$ cat src/rtl/serial_tx_pkg.sv
// Shared definitions for the serial transmit scheduler.
//   state_e             - scheduler FSM states (idle / shifting a word / inter-word gap)
//   clog2()             - ceiling log2, never less than 1, for sizing index and counter fields
//   DEFAULT_*           - default word width, requester count and gap length
package serial_tx_pkg;

    typedef enum logic [1:0] {
        StIdle  = 2'd0,
        StShift = 2'd1,
        StGap   = 2'd2
    } state_e;

    localparam int unsigned DEFAULT_WIDTH      = 8;
    localparam int unsigned DEFAULT_NREQ       = 4;
    localparam int unsigned DEFAULT_GAP_CYCLES = 1;

    // Width needed to hold values 0..value-1; a 1-bit floor keeps vectors legal.
    function automatic int unsigned clog2(input int unsigned value);
        int unsigned result;
        result = 0;
        while ((64'd1 << result) < 64'(value)) begin
            result = result + 1;
        end
        if (result == 0) begin
            result = 1;
        end
        return result;
    endfunction

endpackage

$ cat src/rtl/serial_piso_lsb.sv
// Loadable parallel-in/serial-out shift register, LSB first.
//   clk       - clock, rising edge
//   reset     - asynchronous active-low reset, clears the register
//   load      - capture load_data (has priority over shift)
//   shift     - shift right by one with zero fill
//   load_data - parallel word to capture
//   lsb       - current bit 0 of the register
module serial_piso_lsb
    import serial_tx_pkg::*;
#(
    parameter int unsigned WIDTH = DEFAULT_WIDTH
) (
    input  logic             clk,
    input  logic             reset,
    input  logic             load,
    input  logic             shift,
    input  logic [WIDTH-1:0] load_data,
    output logic             lsb
);

    logic [WIDTH-1:0] shreg_q;

    always_ff @(posedge clk or negedge reset) begin
        if (!reset) begin
            shreg_q <= '0;
        end else if (load) begin
            shreg_q <= load_data;
        end else if (shift) begin
            shreg_q <= {1'b0, shreg_q[WIDTH-1:1]};
        end
    end

    assign lsb = shreg_q[0];

endmodule

$ cat src/rtl/serial_tx_sched.sv
// Round-robin scheduler sharing one serial shift path among NREQ requesters.
//   clk       - clock, rising edge
//   reset     - asynchronous active-low reset
//   enable    - permits new arbitration; a frame in progress always completes
//   req       - per-requester request, held with data stable until granted
//   data_in   - requester i word at [i*WIDTH +: WIDTH]
//   grant     - one-hot pulse in the first shift cycle: word captured
//   ser_out   - serial data, LSB first
//   ser_frame - high while ser_out carries a valid bit
//   busy      - high while shifting or in the inter-word gap
//   active_id - index of the requester being shifted; holds its last value
//   word_done - one-cycle pulse in the first gap cycle
module serial_tx_sched
    import serial_tx_pkg::*;
#(
    parameter int unsigned WIDTH      = DEFAULT_WIDTH,
    parameter int unsigned NREQ       = DEFAULT_NREQ,
    parameter int unsigned GAP_CYCLES = DEFAULT_GAP_CYCLES
) (
    input  logic                     clk,
    input  logic                     reset,
    input  logic                     enable,
    input  logic [NREQ-1:0]          req,
    input  logic [NREQ*WIDTH-1:0]    data_in,
    output logic [NREQ-1:0]          grant,
    output logic                     ser_out,
    output logic                     ser_frame,
    output logic                     busy,
    output logic [clog2(NREQ)-1:0]   active_id,
    output logic                     word_done
);

    localparam int unsigned ID_W    = clog2(NREQ);
    localparam int unsigned CNT_MAX = (WIDTH > GAP_CYCLES) ? WIDTH : GAP_CYCLES;
    localparam int unsigned CNT_W   = clog2(CNT_MAX);
    localparam logic [CNT_W-1:0] LAST_BIT = CNT_W'(WIDTH - 1);
    localparam logic [CNT_W-1:0] LAST_GAP = CNT_W'(GAP_CYCLES - 1);

    state_e            state_q, state_d;
    logic [CNT_W-1:0]  cnt_q, cnt_d;
    logic [ID_W-1:0]   ptr_q, ptr_d;
    logic [ID_W-1:0]   active_id_q, active_id_d;
    logic [NREQ-1:0]   grant_q, grant_d;
    logic              done_q, done_d;

    logic              found;
    logic              start;
    logic              shreg_lsb;
    logic [ID_W-1:0]   winner;
    logic [ID_W-1:0]   cand;
    int unsigned       idx;
    logic [WIDTH-1:0]  word_sel;

    // Rotating priority: first set request at or after the pointer, modulo NREQ.
    always_comb begin
        found  = 1'b0;
        winner = '0;
        idx    = 0;
        cand   = '0;
        for (int unsigned k = 0; k < NREQ; k++) begin
            idx  = (32'(ptr_q) + k) % NREQ;
            cand = ID_W'(idx);
            if (!found && req[cand]) begin
                found  = 1'b1;
                winner = cand;
            end
        end
    end

    assign word_sel = data_in[32'(winner)*WIDTH +: WIDTH];
    assign start    = (state_q == StIdle) && enable && found;

    // State register
    always_ff @(posedge clk or negedge reset) begin
        if (!reset) begin
            state_q <= StIdle;
        end else begin
            state_q <= state_d;
        end
    end

    // Next-state logic
    always_comb begin
        state_d = state_q;
        unique case (state_q)
            StIdle:  if (start) state_d = StShift;
            StShift: if (cnt_q == LAST_BIT) state_d = StGap;
            StGap:   if (cnt_q == LAST_GAP) state_d = StIdle;
            default: state_d = StIdle;
        endcase
    end

    // Datapath next values: the counter restarts whenever the state changes.
    always_comb begin
        cnt_d       = '0;
        ptr_d       = ptr_q;
        active_id_d = active_id_q;
        grant_d     = '0;
        done_d      = (state_q == StShift) && (cnt_q == LAST_BIT);
        if (state_q != StIdle && state_d == state_q) begin
            cnt_d = cnt_q + 1'b1;
        end
        if (start) begin
            grant_d     = NREQ'(1) << winner;
            active_id_d = winner;
            ptr_d       = (32'(winner) == NREQ - 1) ? '0 : winner + 1'b1;
        end
    end

    always_ff @(posedge clk or negedge reset) begin
        if (!reset) begin
            cnt_q       <= '0;
            ptr_q       <= '0;
            active_id_q <= '0;
            grant_q     <= '0;
            done_q      <= 1'b0;
        end else begin
            cnt_q       <= cnt_d;
            ptr_q       <= ptr_d;
            active_id_q <= active_id_d;
            grant_q     <= grant_d;
            done_q      <= done_d;
        end
    end

    serial_piso_lsb #(
        .WIDTH (WIDTH)
    ) u_piso (
        .clk       (clk),
        .reset     (reset),
        .load      (start),
        .shift     (state_q == StShift),
        .load_data (word_sel),
        .lsb       (shreg_lsb)
    );

    // Outputs, all derived from flops
    always_comb begin
        ser_frame = (state_q == StShift);
        ser_out   = ser_frame & shreg_lsb;
        busy      = (state_q != StIdle);
        grant     = grant_q;
        word_done = done_q;
        active_id = active_id_q;
    end

endmodule

$ cat config.mk
export PLATFORM = sky130hd
export DESIGN_NAME = serial_tx_sched
export DESIGN_NICKNAME = d
export VERILOG_FILES = /design/src/rtl/serial_tx_pkg.sv /design/src/rtl/serial_piso_lsb.sv /design/src/rtl/serial_tx_sched.sv
export SDC_FILE = /design/constraint.sdc
export NUM_CORES = 1
export LEC_CHECK = 0
export BUFFER_PORTS_ARGS = -buffer_cell sky130_fd_sc_hd__buf_2
export CORE_MARGIN = 2
export CORE_UTILIZATION = 50
export DETAILED_ROUTE_END_ITERATION = 16
export PLACE_DENSITY = 0.83
export RECOVER_POWER = 100
export SETUP_SLACK_MARGIN = 0.2
export SYNTH_ARGS = -nofsm -noshare
export SYNTH_HDL_FRONTEND = slang
export SYNTH_SLANG_ARGS = --single-unit
$ cat constraint.sdc
create_clock -name clk -period 4.22 [get_ports clk]
set_input_delay 0.422 -clock clk [delete_from_list [all_inputs] [get_ports clk]]
set_output_delay 0.422 -clock clk [all_outputs]
set_load 0.05 [all_outputs]
# Yosys cells after proc, flatten, opt, wreduce, memory -nomap -nowiden

Cells that the tools add are included.

$add $sub $neg: 5
Multipliers: 0
Div/mod/pow operators: 0
Order comparisons: 4
Eq/ne operators: 5
Shift-type cells: 2
Muxes and demuxes: 25
Bitwise gates (word level): 1
Reduce and logical (&&, ||, !) cells: 14

Operators with widths:

| operator                                                    | count |
|---|---|
| indexed part select 32 x 6 -> 8 bit                         | 1 |
| 2-to-1 mux 2 bit                                            | 8 |
| 2-to-1 mux 8 bit                                            | 2 |
| less-than comparator 2 x 3 -> 1 bit (second input constant) | 4 |
| binary-select mux 1 bit (select 2 bit)                      | 4 |
| 2-to-1 mux 1 bit                                            | 8 |
| logical AND 1 bit                                           | 7 |
| case mux 2 bit (3 select lines)                             | 1 |
| adder 2 x 1 -> 2 bit (second input constant)                | 2 |
| adder 2 bit (second input constant)                         | 2 |
| == test 2 bit (second input constant)                       | 2 |
| 2-to-1 mux 4 bit                                            | 1 |
| nonzero test 2 bit                                          | 2 |
| left shift 1 x 2 -> 4 bit (first input constant)            | 1 |
| adder 3 x 1 -> 3 bit (second input constant)                | 1 |
| == test 3 bit (second input constant)                       | 1 |
| logical NOT 1 bit                                           | 3 |
| logical NOT 3 bit                                           | 1 |
| 2-to-1 mux 3 bit                                            | 1 |
| == test 2 x 1 -> 1 bit (second input constant)              | 1 |
| == test 2 bit                                               | 1 |
| logical NOT 2 bit                                           | 1 |
| bitwise AND 1 bit                                           | 1 |

Register bits: 22
Bits in latches: 0
RAM bits: 0
Memory bits (read-only): 0
Output and inout bits: 10
Logic and storage cells: 63
Memories: 0

# Longest topological paths before layout

Depth in word-level cells: 18
Gate-level depth with buffers: 7
Mapped depth without buffers: 6

# Hierarchy

From an unflattened synthesis, not the netlist that was laid out.

Cell total of the unflattened synthesis: 125
Area total of the unflattened synthesis: 1361.3 um^2

By module, submodules not included:

| module          | times used | cells each | area each (um^2) |
|---|---|---|---|
| serial_tx_sched | 1          | 91         | 992.2 |
| serial_piso_lsb | 1          | 34         | 369.1 |

# Least setup slack after synthesis

No wires, ideal clock.

Path kind: reg-to-reg
Start point: register ptr_q[1]
End point: register ptr_q[1]
Setup time: 0.076 ns
Arrival: 1.773 ns
Required time: 4.144 ns
Setup slack: 2.370 ns
Stages on the path, launching flop included: 8
Period minus slack after synthesis: 1.850 ns
Cells stage by stage: dfrtp_1 > nor2b_1 > o21a_1 > nor3_4 > buf_4 > inv_2 > ha_1 > o21ai_1

Longest elaborated chain between the ends: 14

Ends and longest elaborated chain:

| item                                                                          | line                   | RTL |
|---|---|---|
| from (decl)                                                                   | serial_tx_sched.sv:41  | `logic [ID_W-1:0] ptr_q, ptr_d;` |
| from (signal assigned)                                                        | serial_tx_sched.sv:119 | `ptr_q <= ptr_d;` |
| parallel branches: the longest is 11 deep, another holds adder 2 x 1 -> 2 bit | n/a                    |  |
| 2-to-1 mux 2 bit *                                                            | serial_tx_sched.sv:63  | `if (!found && req[cand]) begin` |
| named net winner[0]                                                           | serial_tx_sched.sv:49  | `logic [ID_W-1:0] winner;` |
| adder 2 x 1 -> 2 bit or == test 2 bit (tied branches)                         | serial_tx_sched.sv:106 | `ptr_d = (32'(winner) == NREQ - 1) ? '0 : winner + 1'b1;` |
| 2-to-1 mux 2 bit *                                                            | serial_tx_sched.sv:106 |  |

Mark *: on every way through the listed nets, which the timed path passes. The select of a mux whose other input is x is not followed.
A chain may end at the register's enable or synchronous reset.

# Final worst setup path

Start point: register state_q[1]
End point: output ser_out

Longest elaborated chain between the ends: 2

Ends and longest elaborated chain:

| item                   | line                   | RTL |
|---|---|---|
| from (decl)            | serial_tx_sched.sv:39  | `state_e state_q, state_d;` |
| from (signal assigned) | serial_tx_sched.sv:76  | `state_q <= StIdle;` |
| from (signal assigned) | serial_tx_sched.sv:78  | `state_q <= state_d;` |
| == test 2 x 1 -> 1 bit | serial_tx_sched.sv:139 | `ser_frame = (state_q == StShift);` |
| bitwise AND 1 bit      | serial_tx_sched.sv:140 | `ser_out = ser_frame & shreg_lsb;` |
| to (decl)              | serial_tx_sched.sv:26  | `output logic ser_out,` |

Every way passes these cells.

==> results.sh <==
export IMPL_reg2reg_from="ptr_q[1]"
export IMPL_die_w_um=54.7
export IMPL_hold_violations=0
export IMPL_syn_area_per_cell_um2=10.4
export IMPL_crit_fanout=11
export IMPL_grt_pass1_wl_um=4280
export IMPL_synthCells=124
export IMPL_final_common_cell="buf_2"
export IMPL_rsz0062_at_grt="false"
export IMPL_arrival_ps=1860
export IMPL_drive_gt1_frac=0.263
export IMPL_overflow=0
export IMPL_postCtsSetupRepairBufs=0
export IMPL_synth_top_area_share=0.428
export IMPL_synth_nets=170
export IMPL_port_buffers=48
export IMPL_final_cell_mix="38 x buf_2, 22 x dfrtp_1, 14 x mux2i_1"
export IMPL_startpoint_type="flop"
export IMPL_cap_violations=0
export IMPL_synth_area_leader_cell="dfrtp_1"
export IMPL_place_gp_congestion=0.746
export IMPL_die_area_um2=2990
export IMPL_fin_skew_ps=1.01
export IMPL_crit_type="flop to output port"
export IMPL_area_delta_synth_final_pct=20.3
export IMPL_cts_resized=0
export IMPL_routedWlPerCell_um=13.6
export IMPL_netlist_area_um2=1280
export IMPL_routed_wl_um=2730
export IMPL_design_final_nets=219
export IMPL_grt_pass1_vias=1041
export IMPL_cp_required_ps=3800
export IMPL_endpoint="ser_out"
export IMPL_first_pass_iters=4
export IMPL_slew_violations=0
export IMPL_synth_top_cells_by_area="dfrtp_1 43%, mux2i_1 11%, ha_1 6.8%"
export IMPL_finalSetupViolCount=0
export IMPL_fmax_mhz=439
export IMPL_cts_root_buf="clkbuf_4"
export IMPL_drc=0
export IMPL_cts_tree="yes"
export IMPL_ant_nets=0
export IMPL_grt_max_degree=23
export IMPL_endpoint_kind="output port"
export IMPL_ioPinCount=49
export IMPL_numCtsBuffers=3
export IMPL_p_per_area_nw_per_um2=586
export IMPL_synth_seq_cells=22
export IMPL_status="complete, no violations"
export IMPL_worst_pin_slew_ps=1160
export IMPL_p_total_w=0.000905
export IMPL_yosysUniqueCellTypes=33
export IMPL_grt_antenna_before_repair=0
export IMPL_crit_start="state_q[1]"
export IMPL_start_util=0.523
export IMPL_dp_hpwl_um=2140
export IMPL_ir_drop_v=0.000367
export IMPL_cts_path_max_buffers=2
export IMPL_cp_slowest_cell="dfrtp_1"
export IMPL_r2r_end="ptr_q[1]"
export IMPL_antenna_cells=0
export IMPL_fp_row_count=18
export IMPL_clkLatencyLatePin_ps=300
export IMPL_hold_ws_ps=317
export IMPL_regToRegSetupSlack_ps=1960
export IMPL_yosysSeqAreaShare=0.428
export IMPL_h_tree_depth=1
export IMPL_clk_transition_reported_paths_ps=110
export IMPL_vias_per_cell=5.40
export IMPL_cts_hold_buf=0
export IMPL_hold_class="input pin to asynchronous set/reset pin"
export IMPL_die_h_um=54.7
export IMPL_grt_usage=0.201
export IMPL_vias=1085
export IMPL_finalCritPeriodShare=0.540
export IMPL_drt_iter0_markers=20
export IMPL_critPathMaxStageDelay_ps=380
export IMPL_clock_sinks=22
export IMPL_core_um2=2450
export IMPL_p_leak_nw=0.823
export IMPL_ff2ff_path_depth=6
export IMPL_ys_warnings_count=0
export IMPL_max_slew_margin_rel=0.229
export IMPL_fin_setup_tns_ps=0
export IMPL_crit_chain="nand2b_1, clkinv_1, and2_0, buf_2"
export IMPL_period_minus_slack_ps=2280
## kinds of logic after synthesis
logic type / count (synthesis) / share of synthesized area
AOI/OAI and AO/OA: 24 / 0.144
muxes: 16 / 0.129
adders and majority gates: 7 / 0.0682
buffers and inverters: 11 / 0.0419
and+or+nand+nor: 44 / 0.188
DFF: 22 / 0.428
## cells in the mapped netlist
master	count
a211o_1	1
a21o_1	1
a21oi_1	6
a221o_1	1
a221oi_1	1
and2_1	6
and3_1	8
buf_2	1
buf_4	1
buf_6	1
clkbuf_1	1
clkinv_1	1
dfrtp_1	22
ha_1	7
inv_1	5
inv_2	1
mux2_2	1
mux2_4	1
mux2i_1	14
nand2_1	13
nand2b_1	5
nand3b_1	1
nor2_1	5
nor2b_1	3
nor3_4	1
nor4_1	1
o21a_1	2
o21ai_1	2
o221ai_1	7
o311a_1	1
o311ai_2	1
o31ai_1	1
or2_1	1
## report_power, final
| group | internal, W | total, W | switching (W) |
|---|---|---|---|
| sequential | 0.000284 | 0.000329 | 0.0000455 |
| clock | 0.0000333 | 0.0000923 | 0.0000591 |
| combinational | 0.000177 | 0.000484 | 0.000307 |
## worst max-delay path, delay by kind of cell (launching register included)
kind                   cells  cell delay, ps
buffers and inverters      2             570
flip-flops                 1             380
AND/OR/NAND/NOR            2             600
## area by class of cell
| cell class | instances | area [um^2] |
|---|---|---|
| Clock buffer | 3 | 22.5 |
| Fill cell | 233 | 910 |
| Timing Repair Buffer | 48 | 228 |
| Sequential cell | 22 | 551 |
| Multi-Input combinational cell | 91 | 681 |
| Inverter | 7 | 26.3 |
| Tap cell | 30 | 37.5 |
## flip-flops by register name, summed over array words and instances (netlist names)
| register | flops |
|---|---|
| ptr_q | 2 |
| state_q | 2 |
| grant | 4 |
| active_id | 2 |
| cnt_q | 3 |
| word_done | 1 |
| u_piso.shreg_q | 8 |
## worst min path at each step
stage | from | slack [ps] | endpoint | cells past startpoint
2_1_floorplan | reset | 130 | active_id[0] | 0
3_3_place_gp | reset | 400 | cnt_q[0] | 1
3_5_place_dp | reset | 410 | u_piso.shreg_q[0] | 1
4_1_cts | reset | 80 | u_piso.shreg_q[0] | 1
5_1_grt | reset | 410 | cnt_q[0] | 1
6_report | reset | 320 | u_piso.shreg_q[0] | 1
## per-layer routing
metal | global-route usage | vias to the layer above | share of wire
li1 | - | 539 | -
met1 | 0.233 | 492 | 0.42
met2 | 0.369 | 50 | 0.50
met3 | 0.0273 | 4 | 0.071
met4 | 0.0792 | 0 | 0.012
met5 | 0 | - | 0
## stage by stage
stage / setup slack [ps] / std cells / cell area, um^2 / utilization
detailed placement: 1980 / 198 / 1540 / 0.625
global route: 1770 / 201 / 1550 / 0.629
floorplan: 2370 / 124 / 1280 / -
finish: 1940 / 201 / 1550 / 0.629
global placement: 2060 / 198 / 1540 / 0.625
CTS: 1950 / 201 / 1560 / 0.635
Power figures use the tool's default switching activity.
